<file path="src/rtl/alu_exec_step_3.sv">
// Execute-stage ALU for the multicycle CPU: single-cycle ops plus iterative variable shifts.
// Optional overflow flag enabled by defining ALU_EXEC_OVERFLOW_EN.
module alu_exec_step_3 #(
    parameter int WIDTH     = 32,
    parameter int IMM_WIDTH = 16
) (
    input  logic                 clk,
    input  logic                 rst,
    input  logic                 start,
    input  logic                 control_mux_for_alu,
    input  logic [5:0]           alu_op,
    input  logic [WIDTH-1:0]     reg_a,
    input  logic [WIDTH-1:0]     reg_b,
    input  logic [IMM_WIDTH-1:0] imm,
    output logic                 busy,
    output logic                 done,
    output logic [WIDTH-1:0]     result,
`ifdef ALU_EXEC_OVERFLOW_EN
    output logic                 overflow,
`endif
    output logic                 zero
);

    localparam logic [1:0] ST_IDLE  = 2'd0;
    localparam logic [1:0] ST_EXEC  = 2'd1;
    localparam logic [1:0] ST_SHIFT = 2'd2;

    localparam logic [5:0] OP_ADD  = 6'b100000;
    localparam logic [5:0] OP_SUB  = 6'b100010;
    localparam logic [5:0] OP_AND  = 6'b100100;
    localparam logic [5:0] OP_OR   = 6'b100101;
    localparam logic [5:0] OP_NOR  = 6'b100111;
    localparam logic [5:0] OP_SLT  = 6'b101010;
    localparam logic [5:0] OP_SLLV = 6'b000100;
    localparam logic [5:0] OP_SRLV = 6'b000110;

    logic [1:0]       state_r;
    logic [WIDTH-1:0] a_r;
    logic [WIDTH-1:0] b_r;
    logic [5:0]       op_r;
    logic [WIDTH-1:0] shreg_r;
    logic [4:0]       cnt_r;

    logic [WIDTH-1:0] exec_res_s;
    logic             exec_ovf_s;
    logic             is_shift_s;
    logic [4:0]       amt_s;
    logic [WIDTH-1:0] shift_next_s;
    logic [WIDTH-1:0] b_sel_s;

    assign b_sel_s = control_mux_for_alu
                   ? {{(WIDTH-IMM_WIDTH){imm[IMM_WIDTH-1]}}, imm}
                   : reg_b;
    assign amt_s      = b_r[4:0];
    assign is_shift_s = (op_r == OP_SLLV) || (op_r == OP_SRLV);

    // One-step shift in the direction selected by the latched opcode.
    always_comb begin
        shift_next_s = shreg_r;
        if (op_r == OP_SRLV) begin
            shift_next_s = {1'b0, shreg_r[WIDTH-1:1]};
        end else begin
            shift_next_s = {shreg_r[WIDTH-2:0], 1'b0};
        end
    end

    // Single-cycle result and signed-overflow detection for the latched operation.
    always_comb begin
        exec_res_s = {WIDTH{1'b0}};
        exec_ovf_s = 1'b0;
        case (op_r)
            OP_ADD: begin
                exec_res_s = a_r + b_r;
                exec_ovf_s = (a_r[WIDTH-1] == b_r[WIDTH-1]) && (exec_res_s[WIDTH-1] != a_r[WIDTH-1]);
            end
            OP_SUB: begin
                exec_res_s = a_r - b_r;
                exec_ovf_s = (a_r[WIDTH-1] != b_r[WIDTH-1]) && (exec_res_s[WIDTH-1] != a_r[WIDTH-1]);
            end
            OP_AND:  exec_res_s = a_r & b_r;
            OP_OR:   exec_res_s = a_r | b_r;
            OP_NOR:  exec_res_s = ~(a_r | b_r);
            OP_SLT:  exec_res_s = ($signed(a_r) < $signed(b_r)) ? {{(WIDTH-1){1'b0}}, 1'b1} : {WIDTH{1'b0}};
            // Zero-amount shifts complete here with the operand unchanged.
            OP_SLLV: exec_res_s = a_r;
            OP_SRLV: exec_res_s = a_r;
            default: exec_res_s = {WIDTH{1'b0}};
        endcase
    end

    // Control FSM, operand latches and registered outputs.
    always_ff @(posedge clk or posedge rst) begin
        if (rst) begin
            state_r <= ST_IDLE;
            a_r     <= {WIDTH{1'b0}};
            b_r     <= {WIDTH{1'b0}};
            op_r    <= 6'd0;
            shreg_r <= {WIDTH{1'b0}};
            cnt_r   <= 5'd0;
            busy    <= 1'b0;
            done    <= 1'b0;
            result  <= {WIDTH{1'b0}};
            zero    <= 1'b0;
`ifdef ALU_EXEC_OVERFLOW_EN
            overflow <= 1'b0;
`endif
        end else begin
            done <= 1'b0;
            case (state_r)
                ST_IDLE: begin
                    if (start) begin
                        a_r     <= reg_a;
                        b_r     <= b_sel_s;
                        op_r    <= alu_op;
                        busy    <= 1'b1;
                        state_r <= ST_EXEC;
                    end else begin
                        state_r <= ST_IDLE;
                    end
                end
                ST_EXEC: begin
                    if (is_shift_s && (amt_s != 5'd0)) begin
                        shreg_r <= a_r;
                        cnt_r   <= amt_s;
                        state_r <= ST_SHIFT;
                    end else begin
                        result  <= exec_res_s;
                        zero    <= (exec_res_s == {WIDTH{1'b0}});
                        done    <= 1'b1;
                        busy    <= 1'b0;
                        state_r <= ST_IDLE;
`ifdef ALU_EXEC_OVERFLOW_EN
                        overflow <= exec_ovf_s;
`endif
                    end
                end
                ST_SHIFT: begin
                    shreg_r <= shift_next_s;
                    cnt_r   <= cnt_r - 5'd1;
                    if (cnt_r == 5'd1) begin
                        result  <= shift_next_s;
                        zero    <= (shift_next_s == {WIDTH{1'b0}});
                        done    <= 1'b1;
                        busy    <= 1'b0;
                        state_r <= ST_IDLE;
`ifdef ALU_EXEC_OVERFLOW_EN
                        overflow <= 1'b0;
`endif
                    end else begin
                        state_r <= ST_SHIFT;
                    end
                end
                default: begin
                    busy    <= 1'b0;
                    state_r <= ST_IDLE;
                end
            endcase
        end
    end

endmodule

</file>
<file path="config.mk">
export PLATFORM = sky130hd
export DESIGN_NAME = alu_exec_step_3
export DESIGN_NICKNAME = d
export VERILOG_FILES = /design/src/rtl/alu_exec_step_3.sv
export SDC_FILE = /design/constraint.sdc
export NUM_CORES = 1
export LEC_CHECK = 0
export CORE_UTILIZATION = 40
export DETAILED_ROUTE_END_ITERATION = 12
export PLACE_DENSITY = 0.66
export SLEW_MARGIN = 0
export SYNTH_ARGS = -nofsm -noshare
export SYNTH_HDL_FRONTEND = slang
export SYNTH_SLANG_ARGS = --single-unit
</file>
<file path="constraint.sdc">
create_clock -name clk -period 6.1 [get_ports clk]
set_input_delay 1.22 -clock clk [delete_from_list [all_inputs] [get_ports clk]]
set_output_delay 1.22 -clock clk [all_outputs]
set_load 0.01 [all_outputs]
</file>
==> flow_summary.yaml <==
clock_tree:
  clock_latency_ps: 460
  clk_pin_slew_ps: 80
  cts_root_buf: "clkbuf_16"
  cts_tree: "yes"
  cts_hold_buf: 0
  post-cts-setup-buffers: 0
  h-tree-depth: 4
  cts_buffers: 17
  postCtsResizedCells: 0
  clkSinkCount: 144
  cts_buffer_depth: 2
power_and_ir_drop:
  power-per-cell-area_mw_per_mm2: 390.2
  ir_worst_vdd_uv: 196.1
  internal_power_mw: 3.077
  p_sw_mw: 2.607
  p_leak_nw: 6.275
  power.total_mw: 5.684
  seqPwrFrac_pct: 28.1
  p_sw_share_pct: 45.87
  p_comb_share_pct: 50.6
  clkPwrFrac_pct: 21.2
detailed_routing:
  drcViolationCount: 0
  drtIter0Drc: 1364
  via_per_inst: 5.965
  routed_wl_mm: 43.55
  route.vias.total: 12320
  antenna_left: 0
  firstDrtPassIters: 5
  routedWlPerCell_um: 21.09
timing:
  grt_setup_unrepaired: "no"
  slew_viol_final: 0
  holdWs_ps: 474.1
  timing.final.ws_setup_ps: 1425
  min_period_ps: 4675
  finalSetupViolCount: 0
  maxSlewHeadroom_pct: 19.70
  tns_ps: 0
  min_period_over_period_pct: 76.64
  tightest_slew_ps: 1188
  max_freq_ghz: 0.2139
  finalHoldViolCount: 0
  finClkSkew_ps: 19.40
finish:
  final_common_cell: "nand2_1"
  diodes: 0
  areaGrowthSynthToFinish_pct: 16.97
  nets: 1868
  fillerInstances: 3085
  layout-drive-gt1-share_pct: 6.651
  final_cell_mix: "nand2_1 (253), o21ai_0 (207), dfrtp_1 (143)"
min_path:
  hp-class: "reg -> reg"
  min_to: "result[2]$_DFFE_PP0P_"
  hold_start: "result[2]$_DFFE_PP0P_"
  holdPathStages: 2
setup_path:
  slowest_stage: "dfrtp_1"
  timing.rr.start: "op_r[0]$_DFFE_PP0P_"
  crit_path_max_incr_delay_ps: 830
  crit_chain: "nand2b_1 -> or4_1 -> buf_4 -> o31a_1 -> nand4_1 -> nor4_1 -> nand4_1 -> nor4_1 -> nand4_1 -> nor4_2 -> nand4b_1 -> o31ai_2"
  critPathArrivalTime_ps: 5030
  start_kind: "register"
  r2r_cells: 12
  worst-path-buf-inv: 1
  r2r_slack_ps: 1420
  path_class: "reg -> reg"
  worst_path_most_repeated_cell: "nand4_1"
  required_ps: 6460
  path_delay_family: "simple AND/OR/NAND/NOR gates"
  crit_start: "op_r[0]$_DFFE_PP0P_"
  r2r-end: "zero$_DFFE_PP0P_"
  critPathCaptureType: "register"
  worstPathMaxFanout: 15
place:
  io_buffers: 124
  hpwl_mm: 32.72
  gp_congestion: 0.9936
  pre_cts_ws_ps: 1572
floorplanning:
  core_mm2: 0.03059
  fp.dieArea_mm2: 0.03184
  num_rows: 64
  fp.dieW_um: 178.4
  initial_core_util_pct: 40.71
  die_h_um: 178.4
  io-pin-count: 125
yosys:
  async_flop_share_pct: 100.0
  synth_adder_area_share_pct: 12.28
  synth_xor_area_share_pct: 3.376
  synth_cell_types: 92
  synth_flop_cell: "dfrtp_1"
  synth_top_family_by_area: "compound AO/OA/AOI/OAI gates"
  ys_seq_elements: 144
  synthSimpleGateAreaFrac_pct: 19.45
  synth_mux_area_share_pct: 2.642
  synth_edf_count: 0
  ys_warn_count: 0
  avgSynthCellArea_um2: 7.798
  syn_inst: 1597
  synth_fp_nets: 1808
  synth_compound_area_share_pct: 26.52
  yosysSeqAreaShare_pct: 28.94
  netlist_area_mm2: 0.01245
global_route:
  grt_max_degree: 97
  gr-total-overflow: 0
  grt_pass1_vias: 11520
  grt_pass1_wl_mm: 66.95
  antenna_found_initial: 3
  grt_util_all_layers_pct: 27.77
run_status:
  status: "complete, no violations"
run:
  max_cap_viol_count: 0
[routing by layer]
layer  up-vias  global-route usage, %  share of wire [%]
met2       564                  41.47                 43
li1       5755                      -                  -
met3        99                  6.181                8.7
met4         2                  9.428                3.1
met1      5898                  39.06                 45
met5         -                  1.282               0.12
[logic make-up (layout without fill, tap and decap cells)]
logic type | count (synthesis) | after routing
buffers and inverters | 209 | 281
and+or+nand+nor | 520 | 520
adders and majority gates | 121 | 121
xor gates and xnor gates | 48 | 48
muxes | 32 | 32
AOI/OAI and AO/OA | 523 | 523
DFF | 144 | 144
[worst max-delay path by stage]
stage	endpoint	cells past startpoint
2_1_floorplan	a_r[0]$_DFFE_PP0P_	1
3_3_place_gp	zero$_DFFE_PP0P_	12
3_5_place_dp	zero$_DFFE_PP0P_	12
4_1_cts	zero$_DFFE_PP0P_	12
5_1_grt	zero$_DFFE_PP0P_	12
6_report	zero$_DFFE_PP0P_	12
[power groups by stage]
| stage | combinational, mW | sequential [mW] | clock, mW |
|---|---|---|---|
| 2_1_floorplan | 1.99 | 1.48 | 0 |
| 3_3_place_gp | 2.79 | 1.59 | 0 |
| 3_5_place_dp | 2.81 | 1.61 | 0 |
| 4_1_cts | 2.83 | 1.59 | 1.21 |
| 5_1_grt | 3.15 | 1.63 | 1.25 |
| 6_report | 2.88 | 1.60 | 1.21 |
[area by class of cell]
type	count	area, um^2	share of cell area [%]
Clock buffer	18	439.2	3.015
Timing Repair Buffer	143	1384	9.500
Multi-Input combinational cell	1244	8029	55.12
Tap cell	396	495.5	3.401
Inverter	107	406.6	2.792
Clock inverter	13	207.7	1.426
Sequential cell	144	3605	24.75
[state kept, by name, summed over array words and instances, names as in the netlist]
register  flops
op_r          6
cnt_r         5
result       32
a_r          32
b_r          32
shreg_r      32
state_r       2
zero          1
done          1
busy          1
[stage by stage]
step,cell area (um^2),util (%),std cells
floorplan,12450,-,1597
global placement,13920,45.50,2034
detailed placement,13920,45.50,2034
CTS,14570,47.62,2065
global route,14570,47.62,2065
finish,14570,47.62,2065
[worst register-to-register path, cell delays in order, from the launching register on]
cell and delay, ps:
dfrtp_1 830, nand2b_1 240, or4_1 520, buf_4 400, o31a_1 490, nand4_1 180, nor4_1 220, nand4_1 120
nor4_1 610, nand4_1 200, nor4_2 390, nand4b_1 170, o31ai_2 200
[cell usage after synthesis, drive strengths merged (5+ instances only)]
master,count,area (um^2)
mux2i,25,250.2
o221ai,8,70.07
nor4b,6,52.55
nand3,53,265.3
a21oi,108,551.8
nand4,14,87.58
nor2,75,281.5
ha,119,1489
mux2,7,78.82
nand2,255,957.2
a21o,17,127.6
or3,8,50.05
o21a,6,45.04
a21bo,7,70.07
xnor2,26,227.7
a31o,6,52.56
o41ai,5,66.32
nor3,25,135.1
or4,9,71.32
o21ai,221,1110
o21bai,7,52.55
or2,7,43.79
clkbuf,66,247.7
a22oi,10,75.07
o211ai,17,127.6
nor2b,11,68.82
dfrtp,144,3603
nand2b,8,50.05
a2111oi,6,60.05
a221o,7,70.07
and2,8,50.05
a31oi,12,75.07
o31ai,14,110.1
a211oi,14,130.1
xor2,22,192.7
inv,105,394.1
o22ai,19,118.9
nor4,23,165.2
buf,36,196.4
Power figures use the tool's default switching activity.
